[src/rtl/i2s_audio_tx_pkg.sv]
// Shared frame constants, types and slot-decoding helpers for the I2S transmitter.
package i2s_audio_tx_pkg;

    localparam int FRAME_BITS     = 32;
    localparam int SAMPLE_W       = 16;
    localparam int LEFT_MSB_SLOT  = 0;
    localparam int RIGHT_MSB_SLOT = 16;
    localparam int LR_HIGH_FIRST  = 15;
    localparam int LR_HIGH_LAST   = 30;

    localparam int SLOT_W     = $clog2(FRAME_BITS);
    localparam int SAMPLE_IW  = $clog2(SAMPLE_W);

    typedef logic [SLOT_W-1:0] slot_t;

    typedef struct packed {
        logic [SAMPLE_W-1:0] left;
        logic [SAMPLE_W-1:0] right;
    } frame_t;

    // Word select is raised one slot ahead of the right-channel MSB and dropped one slot ahead of the left MSB.
    function automatic logic lrclk_of(slot_t k);
        return (int'(k) >= LR_HIGH_FIRST) && (int'(k) <= LR_HIGH_LAST);
    endfunction

    function automatic logic sdin_of(frame_t f, slot_t k);
        int kk;
        kk = int'(k);
        if (kk < RIGHT_MSB_SLOT)
            return f.left[SAMPLE_IW'(SAMPLE_W - 1 - (kk - LEFT_MSB_SLOT))];
        return f.right[SAMPLE_IW'(SAMPLE_W - 1 - (kk - RIGHT_MSB_SLOT))];
    endfunction

endpackage

[src/rtl/i2s_audio_tx_if.sv]
// CPU/memory-side sample write and status bus of the I2S transmitter.
interface i2s_audio_tx_if #(
    parameter int FIFO_DEPTH = 16
);
    localparam int LVL_W = $clog2(FIFO_DEPTH) + 1;

    logic [31:0]      wr_data;
    logic             wr_en;
    logic             flags_clr;
    logic [LVL_W-1:0] fifo_level;
    logic             fifo_full;
    logic             fifo_low_int;
    logic             underrun;
    logic             overflow;

    modport master (
        output wr_data, wr_en, flags_clr,
        input  fifo_level, fifo_full, fifo_low_int, underrun, overflow
    );

    modport slave (
        input  wr_data, wr_en, flags_clr,
        output fifo_level, fifo_full, fifo_low_int, underrun, overflow
    );
endinterface

[src/rtl/i2s_audio_tx_fifo.sv]
// Synchronous sample FIFO with occupancy count; pushes when full and pops when empty are ignored.
module audio_fifo #(
    parameter int DEPTH = 16,
    parameter int WIDTH = 32
) (
    input  logic                       clk,
    input  logic                       nreset,
    input  logic                       push,
    input  logic                       pop,
    input  logic [WIDTH-1:0]           din,
    output logic [WIDTH-1:0]           dout,
    output logic [$clog2(DEPTH):0]     level,
    output logic                       full,
    output logic                       empty
);
    localparam int PTR_W = $clog2(DEPTH);
    localparam int LVL_W = PTR_W + 1;

    logic [WIDTH-1:0] mem [DEPTH];
    logic [PTR_W-1:0] wr_ptr;
    logic [PTR_W-1:0] rd_ptr;
    logic             do_push;
    logic             do_pop;

    always_comb begin
        full    = (level == LVL_W'(DEPTH));
        empty   = (level == '0);
        do_push = push && !full;
        do_pop  = pop && !empty;
        dout    = mem[rd_ptr];
    end

    always_ff @(posedge clk) begin
        if (do_push)
            mem[wr_ptr] <= din;
    end

    always_ff @(posedge clk or negedge nreset) begin
        if (!nreset) begin
            wr_ptr <= '0;
            rd_ptr <= '0;
            level  <= '0;
        end else begin
            if (do_push)
                wr_ptr <= wr_ptr + 1'b1;
            if (do_pop)
                rd_ptr <= rd_ptr + 1'b1;
            case ({do_push, do_pop})
                2'b10:   level <= level + 1'b1;
                2'b01:   level <= level - 1'b1;
                default: level <= level;
            endcase
        end
    end
endmodule

[src/rtl/i2s_audio_tx.sv]
// Stereo Philips-I2S transmitter: MCLK/SCLK dividers, 32-slot bit counter, frame shift register and status flags.
module i2s_audio_tx
    import i2s_audio_tx_pkg::*;
#(
    parameter int MCLK_DIV   = 4,
    parameter int SCLK_DIV   = 32,
    parameter int FIFO_DEPTH = 16,
    parameter int LOW_THRESH = 4
) (
    input  logic          clk,
    input  logic          nreset,
    input  logic          enable,
    i2s_audio_tx_if.slave bus,
    output logic          I2S_MCLK,
    output logic          I2S_SCLK,
    output logic          I2S_LRCLK,
    output logic          I2S_SDIN
);
    localparam int LVL_W = $clog2(FIFO_DEPTH) + 1;
    localparam int MC_W  = $clog2(MCLK_DIV);
    localparam int SC_W  = $clog2(SCLK_DIV);

    logic [MC_W-1:0]  mclk_cnt, mclk_nxt;
    logic [SC_W-1:0]  sclk_cnt, sclk_nxt;
    slot_t            bit_cnt, bit_nxt;
    frame_t           shreg, frame_nxt;
    logic             sclk_fall, frame_start;
    logic             push_ok, pop;
    logic [31:0]      fifo_head;
    logic [LVL_W-1:0] level;
    logic             fifo_full, fifo_empty;
    logic             underrun_q, overflow_q, low_int_q;

    audio_fifo #(
        .DEPTH (FIFO_DEPTH),
        .WIDTH (FRAME_BITS)
    ) u_fifo (
        .clk    (clk),
        .nreset (nreset),
        .push   (bus.wr_en),
        .pop    (pop),
        .din    (bus.wr_data),
        .dout   (fifo_head),
        .level  (level),
        .full   (fifo_full),
        .empty  (fifo_empty)
    );

    always_comb begin
        mclk_nxt    = (mclk_cnt == MC_W'(MCLK_DIV - 1)) ? '0 : mclk_cnt + 1'b1;
        sclk_nxt    = (sclk_cnt == SC_W'(SCLK_DIV - 1)) ? '0 : sclk_cnt + 1'b1;
        bit_nxt     = bit_cnt + slot_t'(1);
        sclk_fall   = enable && (sclk_cnt == SC_W'(SCLK_DIV - 1));
        frame_start = sclk_fall && (bit_nxt == '0);
        pop         = frame_start && !fifo_empty;
        push_ok     = bus.wr_en && !fifo_full;
        frame_nxt   = fifo_empty ? '0 : frame_t'(fifo_head);
    end

    // Pin registers are driven from the next counter values so SCLK falls on the same edge that moves LRCLK/SDIN.
    always_ff @(posedge clk or negedge nreset) begin
        if (!nreset) begin
            mclk_cnt  <= '0;
            sclk_cnt  <= '0;
            bit_cnt   <= '1;
            shreg     <= '0;
            I2S_MCLK  <= 1'b0;
            I2S_SCLK  <= 1'b0;
            I2S_LRCLK <= 1'b0;
            I2S_SDIN  <= 1'b0;
        end else if (!enable) begin
            mclk_cnt  <= '0;
            sclk_cnt  <= '0;
            bit_cnt   <= '1;
            shreg     <= '0;
            I2S_MCLK  <= 1'b0;
            I2S_SCLK  <= 1'b0;
            I2S_LRCLK <= 1'b0;
            I2S_SDIN  <= 1'b0;
        end else begin
            mclk_cnt <= mclk_nxt;
            sclk_cnt <= sclk_nxt;
            I2S_MCLK <= (mclk_nxt >= MC_W'(MCLK_DIV / 2));
            I2S_SCLK <= (sclk_nxt >= SC_W'(SCLK_DIV / 2));
            if (sclk_fall) begin
                bit_cnt   <= bit_nxt;
                I2S_LRCLK <= lrclk_of(bit_nxt);
                if (frame_start) begin
                    shreg    <= frame_nxt;
                    I2S_SDIN <= sdin_of(frame_nxt, bit_nxt);
                end else begin
                    I2S_SDIN <= sdin_of(shreg, bit_nxt);
                end
            end
        end
    end

    always_ff @(posedge clk or negedge nreset) begin
        if (!nreset) begin
            underrun_q <= 1'b0;
            overflow_q <= 1'b0;
            low_int_q  <= 1'b0;
        end else begin
            low_int_q <= pop && !push_ok && (level == LVL_W'(LOW_THRESH + 1));
            if (bus.flags_clr) begin
                underrun_q <= 1'b0;
                overflow_q <= 1'b0;
            end else begin
                if (frame_start && fifo_empty)
                    underrun_q <= 1'b1;
                if (bus.wr_en && fifo_full)
                    overflow_q <= 1'b1;
            end
        end
    end

    assign bus.fifo_level   = level;
    assign bus.fifo_full    = fifo_full;
    assign bus.fifo_low_int = low_int_q;
    assign bus.underrun     = underrun_q;
    assign bus.overflow     = overflow_q;
endmodule

[src/flat_wrapper.sv]
// flat-port wrapper written by rule: the top's interface ports become plain ports
module i2s_audio_tx_flat import i2s_audio_tx_pkg::*;
#(
    parameter int MCLK_DIV   = 4,
    parameter int SCLK_DIV   = 32,
    parameter int FIFO_DEPTH = 16,
    parameter int LOW_THRESH = 4
)
  (clk, nreset, enable, I2S_MCLK, I2S_SCLK, I2S_LRCLK, I2S_SDIN, bus_wr_data, bus_wr_en, bus_flags_clr, bus_fifo_level, bus_fifo_full, bus_fifo_low_int, bus_underrun, bus_overflow);
  i2s_audio_tx_if #(.FIFO_DEPTH(FIFO_DEPTH)) bus_i ();
  input  logic clk;
  input  logic nreset;
  input  logic enable;
  output logic I2S_MCLK;
  output logic I2S_SCLK;
  output logic I2S_LRCLK;
  output logic I2S_SDIN;
  input wire logic [$bits(bus_i.wr_data)-1:0] bus_wr_data;
  input wire logic [$bits(bus_i.wr_en)-1:0] bus_wr_en;
  input wire logic [$bits(bus_i.flags_clr)-1:0] bus_flags_clr;
  output wire logic [$bits(bus_i.fifo_level)-1:0] bus_fifo_level;
  output wire logic [$bits(bus_i.fifo_full)-1:0] bus_fifo_full;
  output wire logic [$bits(bus_i.fifo_low_int)-1:0] bus_fifo_low_int;
  output wire logic [$bits(bus_i.underrun)-1:0] bus_underrun;
  output wire logic [$bits(bus_i.overflow)-1:0] bus_overflow;
  assign bus_i.wr_data = bus_wr_data;
  assign bus_i.wr_en = bus_wr_en;
  assign bus_i.flags_clr = bus_flags_clr;
  assign bus_fifo_level = bus_i.fifo_level;
  assign bus_fifo_full = bus_i.fifo_full;
  assign bus_fifo_low_int = bus_i.fifo_low_int;
  assign bus_underrun = bus_i.underrun;
  assign bus_overflow = bus_i.overflow;
  i2s_audio_tx #(.MCLK_DIV(MCLK_DIV), .SCLK_DIV(SCLK_DIV), .FIFO_DEPTH(FIFO_DEPTH), .LOW_THRESH(LOW_THRESH)) u_core (.clk(clk), .nreset(nreset), .enable(enable), .bus(bus_i), .I2S_MCLK(I2S_MCLK), .I2S_SCLK(I2S_SCLK), .I2S_LRCLK(I2S_LRCLK), .I2S_SDIN(I2S_SDIN));
endmodule
[config.mk]
export PLATFORM = sky130hd
export DESIGN_NAME = i2s_audio_tx_flat
export DESIGN_NICKNAME = d
export VERILOG_FILES = /design/src/rtl/i2s_audio_tx_pkg.sv /design/src/rtl/i2s_audio_tx_if.sv /design/src/rtl/i2s_audio_tx_fifo.sv /design/src/rtl/i2s_audio_tx.sv /design/src/flat_wrapper.sv
export SDC_FILE = /design/constraint.sdc
export NUM_CORES = 1
export LEC_CHECK = 0
export ABC_AREA = 1
export CAP_MARGIN = 15
export CORE_AREA = 2 2 335 238
export DETAILED_ROUTE_END_ITERATION = 6
export DIE_AREA = 0 0 337 240
export GPL_ROUTABILITY_DRIVEN = 0
export SLEW_MARGIN = 20
export SYNTH_ARGS = -nofsm -noshare
export SYNTH_HDL_FRONTEND = slang
export SYNTH_SLANG_ARGS = --single-unit
[constraint.sdc]
create_clock -name clk -period 8.48 [get_ports clk]
set_input_delay 2.544 -clock clk [delete_from_list [all_inputs] [get_ports clk]]
set_output_delay 2.544 -clock clk [all_outputs]
set_load 0.05 [all_outputs]
==> out/metrics.yaml, run 1 <==
status: "finished clean"
path_buf_inv: 1
critPathMaxFanout: 38
worstSetupEndpointType: "flip-flop"
clk_latency_ps: 600
layout.cells.non_filler: 2919
nets: 1872
die_height_um: 240
drv_slew: 0
crit_slowest_cell: "clkdlybuf4s50_1"
synth_area_leaders: "edfxtp_1 (66%), dfrtp_1 (6.2%), o21ai_0 (5.3%)"
hpwl_um: 32800
final_antenna_net_count: 0
synth.avg_cell_area_sq_um: 12.8
pin_count: 50
drive_above_1_share_pct: 7.89
htreeDepth: 2
wl_per_cell_um: 19.9
finClkSkew_ps: 21.3
die_w_um: 337
critPathTopFamily: "simple AND/OR/NAND/NOR gates"
fin_area_sq_um: 26400
cts_inserted_buffers: 52
post_cts_buffers: 0
hold_end: "u_core.mclk_cnt[0]$_DFF_PN0_"
placedInstanceArea_sq_um: 24600
drt-total-wl_um: 58100
gr-total-overflow: 0
rows: 86
initial_core_util_pct: 29.7
crit_path_cell_trace: "clkdlybuf4s50_1 > nand2_1 > nor2_2 > nand4_4 > nor2_4 > ha_1 > xor2_1 > ha_1 > a21oi_1 > nor4_1 > nor3_1 > xor2_1 > nand2_1 > o21ai_0"
grt_max_degree: 101
diodes: 0
coreArea_sq_um: 77800
tightest_slew_ps: 944
cellLeakagePower_nw: 8.77
required_ps: 9000
drtPass1Iterations: 5
critPathKind: "in2reg"
period_share_pct: 71.9
place_inst: 2822
ys_seq_area_share_pct: 73.2
synth_edf_count: 512
timing.rr.end: "u_core.u_fifo.level[4]$_DFFE_PN0P_"
max-vdd-ir-drop_mv: 0.163
path_clk_slew_ps: 70
ctsHoldBuffers: 0
syn-num-nets: 1857
finalSetupTns_ps: 0
cts_tree: "yes"
power.density_nw_per_um2: 243
cts_sinks: 574
grt_pass1_vias: 14100
synthArstFlopShare_pct: 10.8
ys_ff_latch: 574
yosysMostFrequentCell: "edfxtp_1"
cp.arrival_ps: 6610
clockBufferDepth: 3
die-area_sq_um: 80900
worstHoldStart: "u_core.mclk_cnt[0]$_DFF_PN0_"
hold_viol_final: 0
ys_warn_count: 0
antenna_found_initial: 1
synth_top_cell_by_area: "edfxtp_1"
relSlewSlack_pct: 37.0
routed-via-count: 14500
syn_inst: 1805
numPortBuffers: 49
r2r_start: "u_core.bit_cnt[0]$_DFFE_PN1P_"
cpPeakStageDelay_ps: 1040
root_buffer: "clkbuf_16"
max_freq_mhz: 164
drt_iter0_drc: 1483
rrSetupSlack_ps: 4220
grt_pass1_wl_um: 87300
setup_viol: 0
gr-usage-all-layers_pct: 14.2
syn_to_final_growth_pct: 14.0
hold_class: "reg2reg"
synthTopCellsByCount: "edfxtp_1 (512), nor2_1 (270), o21ai_0 (245), nand2_1 (179), nand3_1 (109)"
rsz0062_at_grt: "false"
vias_per_cell: 4.96
final_util_pct: 33.9
reg2regPathDepth: 15
synth_top_area_share_pct: 66.5
max_cap_violations: 0
ys.flop_type: "edfxtp_1"
drc_errors: 0
finalCriticalPeriod_ps: 6100
cts_resized: 0
whs_path_depth: 1
syn_area_sq_um: 23100
start_kind: "input pin"
synth.distinct_cells: 41
## metal layers
metal  GRT usage [%]  part of all wire (%)  vias up
met5               0                 0.022        -
met4            3.92                   2.5        2
li1                -                     -     6678
met3            2.56                   6.5       92
met2            22.2                    46      471
met1            20.2                    45     7240
## worst max-delay path by stage
stage	start	end	slack, ps	depth (start not counted)
final	enable	u_core.u_fifo.level[4]$_DFFE_PN0P_	2380	14
after global routing	enable	u_core.u_fifo.level[4]$_DFFE_PN0P_	2040	14
after CTS	enable	u_core.u_fifo.level[4]$_DFFE_PN0P_	2450	14
after detailed placement	enable	u_core.u_fifo.level[4]$_DFFE_PN0P_	1820	14
after global placement	enable	u_core.u_fifo.level[4]$_DFFE_PN0P_	1950	14
after floorplan	bus_wr_en	u_core.u_fifo.mem[11][0]$_DFFE_PP_	3760	4
## final cells by class
type	instances	area, sq um
timing repair buffer	79	711
clock inverter	33	305
sequential	574	16900
fill	7490	51400
multi-input combinational	1061	5470
clock buffer	64	1410
inverter	52	201
tap	1056	1320
## layout by cell type (no fill, tap or decap), types with 30 or more instances in the layout
master	instances
edfxtp_1	512
nand3_1	109
nor2_1	254
o221ai_1	67
o22ai_1	48
inv_1	43
dfrtp_1	54
o21ai_0	245
o21ai_1	47
nand2_1	178
clkbuf_16	54
a21oi_1	31
clkdlybuf4s50_1	48
buf_4	30
## through the flow
| stage | worst slack (ps) | hold WS, ps | power [mW] |
|---|---|---|---|
| global placement | 1950 | 425 | 4.05 |
| finish | 2380 | 441 | 6.40 |
| global route | 2040 | 457 | 6.62 |
| CTS | 2450 | 449 | 6.45 |
| detailed placement | 1820 | 439 | 4.07 |
| floorplan | 3760 | 410 | 3.77 |
## state kept, by name, indices dropped and copies added, names as in the netlist
register / flops
u_core.u_fifo.rd_ptr: 4
u_core.bit_cnt: 5
u_core.mclk_cnt: 1
u_core.I2S_MCLK: 1
u_core.u_fifo.wr_ptr: 4
u_core.u_fifo.mem: 512
u_core.bus.underrun: 1
u_core.bus.fifo_low_int: 1
u_core.u_fifo.level: 5
u_core.I2S_SDIN: 1
u_core.I2S_SCLK: 1
u_core.bus.overflow: 1
u_core.shreg: 32
u_core.sclk_cnt: 4
u_core.I2S_LRCLK: 1
## report_power, final
group          leakage, nW  internal, mW  switching, mW
registers             5.43          3.35         0.0729
clock network        0.843          1.34           1.05
logic                 2.49         0.132          0.449
total                 8.77          4.82           1.58
## logic make-up (layout without fill, tap and decap cells)
family | Yosys count | after routing | synth area share, %
compound gates | 461 | 461 | 11.7
xor+xnor | 13 | 13 | 0.525
buf+inv | 170 | 228 | 3.63
fa+ha+maj | 15 | 15 | 0.812
flops | 574 | 574 | 73.2
simple gates | 572 | 572 | 10.1
(Power assumes the default switching activity.)
==> inputs of run 2 (changes only) <==
- clock period: 8.48 -> 5.65 ns (I/O delays scaled with it)
==> run 2 against run 1 <==
Net effect: clock skew up 27 ps; register-to-register slack worse by 2400 ps; hold slack worse by 4.0 ps; combinational power up 56%; worst setup slack worse by 920 ps; sequential power up 50%; total power up 49%; first-iteration DRC count up 17%; largest cell class unchanged; highest routed layer is now met4.
==> out/metrics.yaml, run 2 (synthesis gave the netlist of run 1 again) <==
finClkSkew_ps: 48.3  # was 21.3 ps
setup_viol: 0  # unchanged
pin_count: 50  # unchanged
whs_path_depth: 1  # unchanged
drt-total-wl_um: 59100  # was 58100 um
cellLeakagePower_nw: 8.78  # was 8.77 nW
die-area_sq_um: 80900  # unchanged
initial_core_util_pct: 29.7  # unchanged
coreArea_sq_um: 77800  # unchanged
largest_register_ffs: 512  # unchanged
layout.cells.non_filler: 2920  # was 2919
max_freq_mhz: 239
final_antenna_net_count: 0  # unchanged
cts_inserted_buffers: 52  # unchanged
crit_path_cell_trace: "nor4_1 > nand2_1 > inv_1 > clkdlybuf4s50_1"  # was clkdlybuf4s50_1 > nand2_1 > nor2_2 > nand4_4 > nor2_4 > ha_1 > xor2_1 > ha_1 > a21oi_1 > nor4_1 > nor3_1 > xor2_1 > nand2_1 > o21ai_0
nets: 1874  # was 1872
syn_to_final_growth_pct: 14.6  # was 14.0%
reg2regPathDepth: 15  # unchanged
hold_end: "u_core.mclk_cnt[0]$_DFF_PN0_"  # unchanged
hold_viol_final: 0  # unchanged
hold_class: "reg2reg"  # unchanged
worstSetupEndpointType: "output port"  # was flip-flop
r2r_start: "u_core.bit_cnt[0]$_DFFE_PN1P_"  # unchanged
cts_resized: 0  # unchanged
start_kind: "flip-flop"  # was input pin
reg_top3: "u_core.u_fifo.mem: 512 flops, u_core.shreg: 32 flops"  # unchanged
worstHoldStart: "u_core.mclk_cnt[0]$_DFF_PN0_"  # unchanged
dp_slack_ps: 1090  # was 1820 ps
drive_above_1_share_pct: 7.46  # was 7.89%
holdWs_ps: 437  # was 441 ps
required_ps: 3950  # was 9000 ps
rows: 86  # unchanged
die_height_um: 240  # unchanged
rsz0062_at_grt: "false"  # unchanged
final_common_cell: "edfxtp_1"  # unchanged
drt_iter0_drc: 1732  # was 1483
gr-total-overflow: 0  # unchanged
wl_per_cell_um: 20.2  # was 19.9 um
max-vdd-ir-drop_mv: 0.255  # was 0.163 mV
period_share_pct: 74.0
clk_latency_ps: 620  # was 600 ps
final_util_pct: 34.1  # was 33.9%
routed-via-count: 14700  # was 14500
critPathMaxFanout: 6  # was 38
drtPass1Iterations: 6  # was 5
diodes: 0  # unchanged
finalCriticalPeriod_ps: 4180
max_cap_violations: 0  # unchanged
grt_pass1_wl_um: 89500  # was 87300 um
htreeDepth: 2  # unchanged
timing.rr.end: "u_core.u_fifo.level[4]$_DFFE_PN0P_"  # unchanged
clockBufferDepth: 3  # unchanged
crit_slowest_cell: "clkdlybuf4s50_1"  # unchanged
power.density_nw_per_um2: 359  # was 243 nW/um^2
relSlewSlack_pct: 34.8  # was 37.0%
place_inst: 2819  # was 2822
post_cts_buffers: 0  # unchanged
vias_per_cell: 5.04  # was 4.96
grt_pass1_vias: 14300  # was 14100
gr-usage-all-layers_pct: 14.5  # was 14.2%
drc_errors: 0  # unchanged
critPathTopFamily: "buffers and inverters"  # was simple AND/OR/NAND/NOR gates
antenna_found_initial: 0  # was 1
die_w_um: 337  # unchanged
layout_common_cells: "edfxtp_1 (512), nor2_1 (254), o21ai_0 (245)"  # unchanged
ctsHoldBuffers: 0  # unchanged
path_clk_slew_ps: 60  # was 70 ps
cts_tree: "yes"  # unchanged
setup_slack_ps: 1470  # was 2380 ps
hpwl_um: 35000  # was 32800 um
fin_area_sq_um: 26500  # was 26400 sq um
cp.arrival_ps: 2490  # was 6610 ps
total_power_mw: 9.52  # was 6.40 mW
drv_slew: 0  # unchanged
numPortBuffers: 49  # unchanged
rrSetupSlack_ps: 1820  # was 4220 ps
finalSetupTns_ps: 0  # unchanged
path_buf_inv: 2  # was 1
cpPeakStageDelay_ps: 800  # was 1040 ps
status: "finished clean"  # unchanged
path_depth: 4  # was 14
placedInstanceArea_sq_um: 24700  # was 24600 sq um
critPathKind: "reg2out"  # was in2reg
largest-register: "u_core.u_fifo.mem"  # unchanged
root_buffer: "clkbuf_16"  # unchanged
tightest_slew_ps: 976  # was 944 ps
grt_max_degree: 180  # was 101
cts_sinks: 574  # unchanged
run 2: final cells by class:
type,count,area (sq um)
multi-input cells,1061,5470
well taps,1056,1320
clock buffers,65,1350
clock inverters,31,279
fillers,7557,51300
flip-flops and latches,574,16900
repair buffers,81,943
inverters,52,201
run 2: how the worst max path moves through the flow:
stage                                       startpoint                                  to  slack, ps
finish              u_core.u_fifo.level[0]$_DFFE_PN0P_                       bus_fifo_full       1470
global route        u_core.u_fifo.level[0]$_DFFE_PN0P_                       bus_fifo_full       1340
CTS                 u_core.u_fifo.level[0]$_DFFE_PN0P_                       bus_fifo_full       1440
detailed placement                              enable  u_core.u_fifo.level[4]$_DFFE_PN0P_       1090
global placement                                enable  u_core.u_fifo.level[4]$_DFFE_PN0P_       1140
floorplan                                    bus_wr_en  u_core.u_fifo.mem[11][0]$_DFFE_PP_       1780
run 2: metal layers:
| layer | up-vias | track usage (%) | share of wire, % |
|---|---|---|---|
| li1 | 6686 | - | - |
| met1 | 7399 | 20.3 | 45 |
| met2 | 556 | 22.8 | 45 |
| met3 | 90 | 3.13 | 7.6 |
| met4 | 0 | 3.54 | 2.2 |
| met5 | - | 0 | 0 |
run 2: power breakdown:
group | internal (mW) | total (mW) | switching [mW]
combinational | 0.236 | 0.908 | 0.672
clock | 1.85 | 3.47 | 1.62
sequential | 5.03 | 5.15 | 0.113
==> inputs of run 3 (changes only) <==
- clock period: 5.65 -> 4.1 ns (I/O delays scaled with it)
==> run 3 against run 2 <==
Net effect: cell area rose by 0.14%; combinational power rose by 35%; final cell count rose by 0.38%; clock power rose by 38%; clock-buffer cell count rose by 4; hold slack got worse by 2.4 ps; register-to-register slack got worse by 740 ps; first-iteration DRC count fell by 12%; sequential share of layout area fell by 0.087 points; wire length barely moved; highest routed layer unchanged.
==> out/metrics.yaml, run 3 (synthesis gave the netlist of run 1 again) <==
htreeDepth: 2  # unchanged
whs_path_depth: 1  # unchanged
gr-total-overflow: 0  # unchanged
setup_viol: 0  # unchanged
largest_register_ffs: 512  # unchanged
grt_pass1_wl_um: 88200  # was 89500 um
coreArea_sq_um: 77800  # unchanged
grt_pass1_vias: 13800  # was 14300
p_int_mw: 9.84  # was 7.12 mW
finClkSkew_ps: 17.0  # was 48.3 ps
clockBufferDepth: 3  # unchanged
multi_input_area_sq_um: 5470  # unchanged
grt_max_degree: 160  # was 180
setup_slack_ps: 413  # was 1470 ps
cellLeakagePower_nw: 8.82  # was 8.78 nW
diodes: 0  # unchanged
hold_class: "reg2reg"  # unchanged
largest-register: "u_core.u_fifo.mem"  # unchanged
worstSetupEndpointType: "output port"  # unchanged
max-vdd-ir-drop_mv: 0.323  # was 0.255 mV
finalSetupTns_ps: 0  # unchanged
layout_common_cells: "edfxtp_1 (512), nor2_1 (254), o21ai_0 (245)"  # unchanged
tightest_slew_ps: 810  # was 976 ps
ctsHoldBuffers: 0  # unchanged
drt_iter0_drc: 1521  # was 1732
reg_top3: "u_core.u_fifo.mem: 512 flops, u_core.shreg: 32 flops"  # unchanged
gr-usage-all-layers_pct: 14.3  # was 14.5%
hpwl_um: 34300  # was 35000 um
power.share.switching_pct: 24.9  # was 25.2%
cts_resized: 0  # unchanged
hold_viol_final: 0  # unchanged
period_share_pct: 89.9
drt-total-wl_um: 59100  # about the same
fin_area_sq_um: 26500  # about the same
relSlewSlack_pct: 46.0  # was 34.8%
power.density_nw_per_um2: 494  # was 359 nW/um^2
critPathMaxFanout: 6  # unchanged
dp_slack_ps: 425  # was 1090 ps
drive_above_1_share_pct: 8.16  # was 7.46%
finalCriticalPeriod_ps: 3690
wl_per_cell_um: 20.2  # about the same
root_buffer: "clkbuf_16"  # unchanged
clock_power_share_pct: 36.5  # was 36.4%
layout.cells.non_filler: 2931  # was 2920
cts_tree: "yes"  # unchanged
combPwrFrac_pct: 9.4  # was 9.5%
switching_power_mw: 3.26  # was 2.40 mW
final_common_cell: "edfxtp_1"  # unchanged
rows: 86  # unchanged
die_w_um: 337  # unchanged
seq_area_sq_um: 16900  # unchanged
critPathKind: "reg2out"  # unchanged
drv_slew: 0  # unchanged
required_ps: 2870  # was 3950 ps
path_clk_slew_ps: 70  # was 60 ps
fillers: 7512  # was 7557
syn_to_final_growth_pct: 14.8  # was 14.6%
initial_core_util_pct: 29.7  # unchanged
status: "finished clean"  # unchanged
nets: 1885  # was 1874
drc_errors: 0  # unchanged
post_cts_buffers: 0  # unchanged
antenna_found_initial: 0  # unchanged
total_power_mw: 13.1  # was 9.52 mW
die_height_um: 240  # unchanged
reg2regPathDepth: 15  # unchanged
rsz0062_at_grt: "false"  # unchanged
seq_power_share_pct: 54.1  # about the same
placedInstanceArea_sq_um: 24900  # was 24700 sq um
cts_inserted_buffers: 51  # was 52
final_antenna_net_count: 0  # unchanged
start_kind: "flip-flop"  # unchanged
drtPass1Iterations: 5  # was 6
max_cap_violations: 0  # unchanged
cts_sinks: 574  # unchanged
vias_per_cell: 4.99  # was 5.04
cp.arrival_ps: 2460  # was 2490 ps
routed-via-count: 14600  # was 14700
max_freq_mhz: 271
pin_count: 50  # unchanged
die-area_sq_um: 80900  # unchanged
clk_latency_ps: 600  # was 620 ps
place_inst: 2836  # was 2819
numPortBuffers: 49  # unchanged
[run 3: final cells by class]
cell class | instances | area share [%]
repair buffers | 93 | 3.69
flip-flops and latches | 574 | 63.8
well taps | 1056 | 4.98
clock buffers | 69 | 5.26
multi-input cells | 1061 | 20.6
inverters | 52 | 0.759
clock inverters | 26 | 0.881
[run 3: power groups by stage]
stage | logic, mW | clock network [mW] | registers, mW
global route | 1.33 | 5.11 | 7.12
finish | 1.23 | 4.78 | 7.09
floorplan | 0.511 | 0 | 7.28
CTS | 1.24 | 4.87 | 7.09
global placement | 1.21 | 0 | 7.19
detailed placement | 1.24 | 0 | 7.21
[run 3: final timing paths]
path | slack [ps] | to | from
worst max-delay path | 410 | bus_fifo_full | u_core.u_fifo.level[0]$_DFFE_PN0P_
worst min-delay path | 430 | u_core.mclk_cnt[0]$_DFF_PN0_ | u_core.mclk_cnt[0]$_DFF_PN0_
worst max register to register | 1080 | u_core.u_fifo.level[4]$_DFFE_PN0P_ | u_core.bit_cnt[0]$_DFFE_PN1P_
worst min register to register | 430 | u_core.mclk_cnt[0]$_DFF_PN0_ | u_core.mclk_cnt[0]$_DFF_PN0_
max in group asynchronous | 2490 | u_core.u_fifo.rd_ptr[0]$_DFFE_PN0P_ | nreset
min in group asynchronous | 680 | u_core.u_fifo.level[4]$_DFFE_PN0P_ | nreset
[run 3: metrics by stage]
stage,utilization (%),hold WS [ps]
detailed placement,32.0,430
CTS,34.1,438
floorplan,-,410
global placement,32.0,424
global route,34.1,458
finish,34.1,435
[run 3: per-layer routing]
layer	track usage, %	vias up	wire length (um)
li1	-	6709	-
met1	21.1	7286	27300
met2	21.9	555	26400
met3	2.56	85	4120
met4	3.53	0	1260
met5	0	-	0
[run 3: worst max-delay path: stages, from the launching register on]
cell,delay [ps]
dfrtp_1,460
nor4_1,390
nand2_1,120
inv_1,90
clkdlybuf4s50_1,800
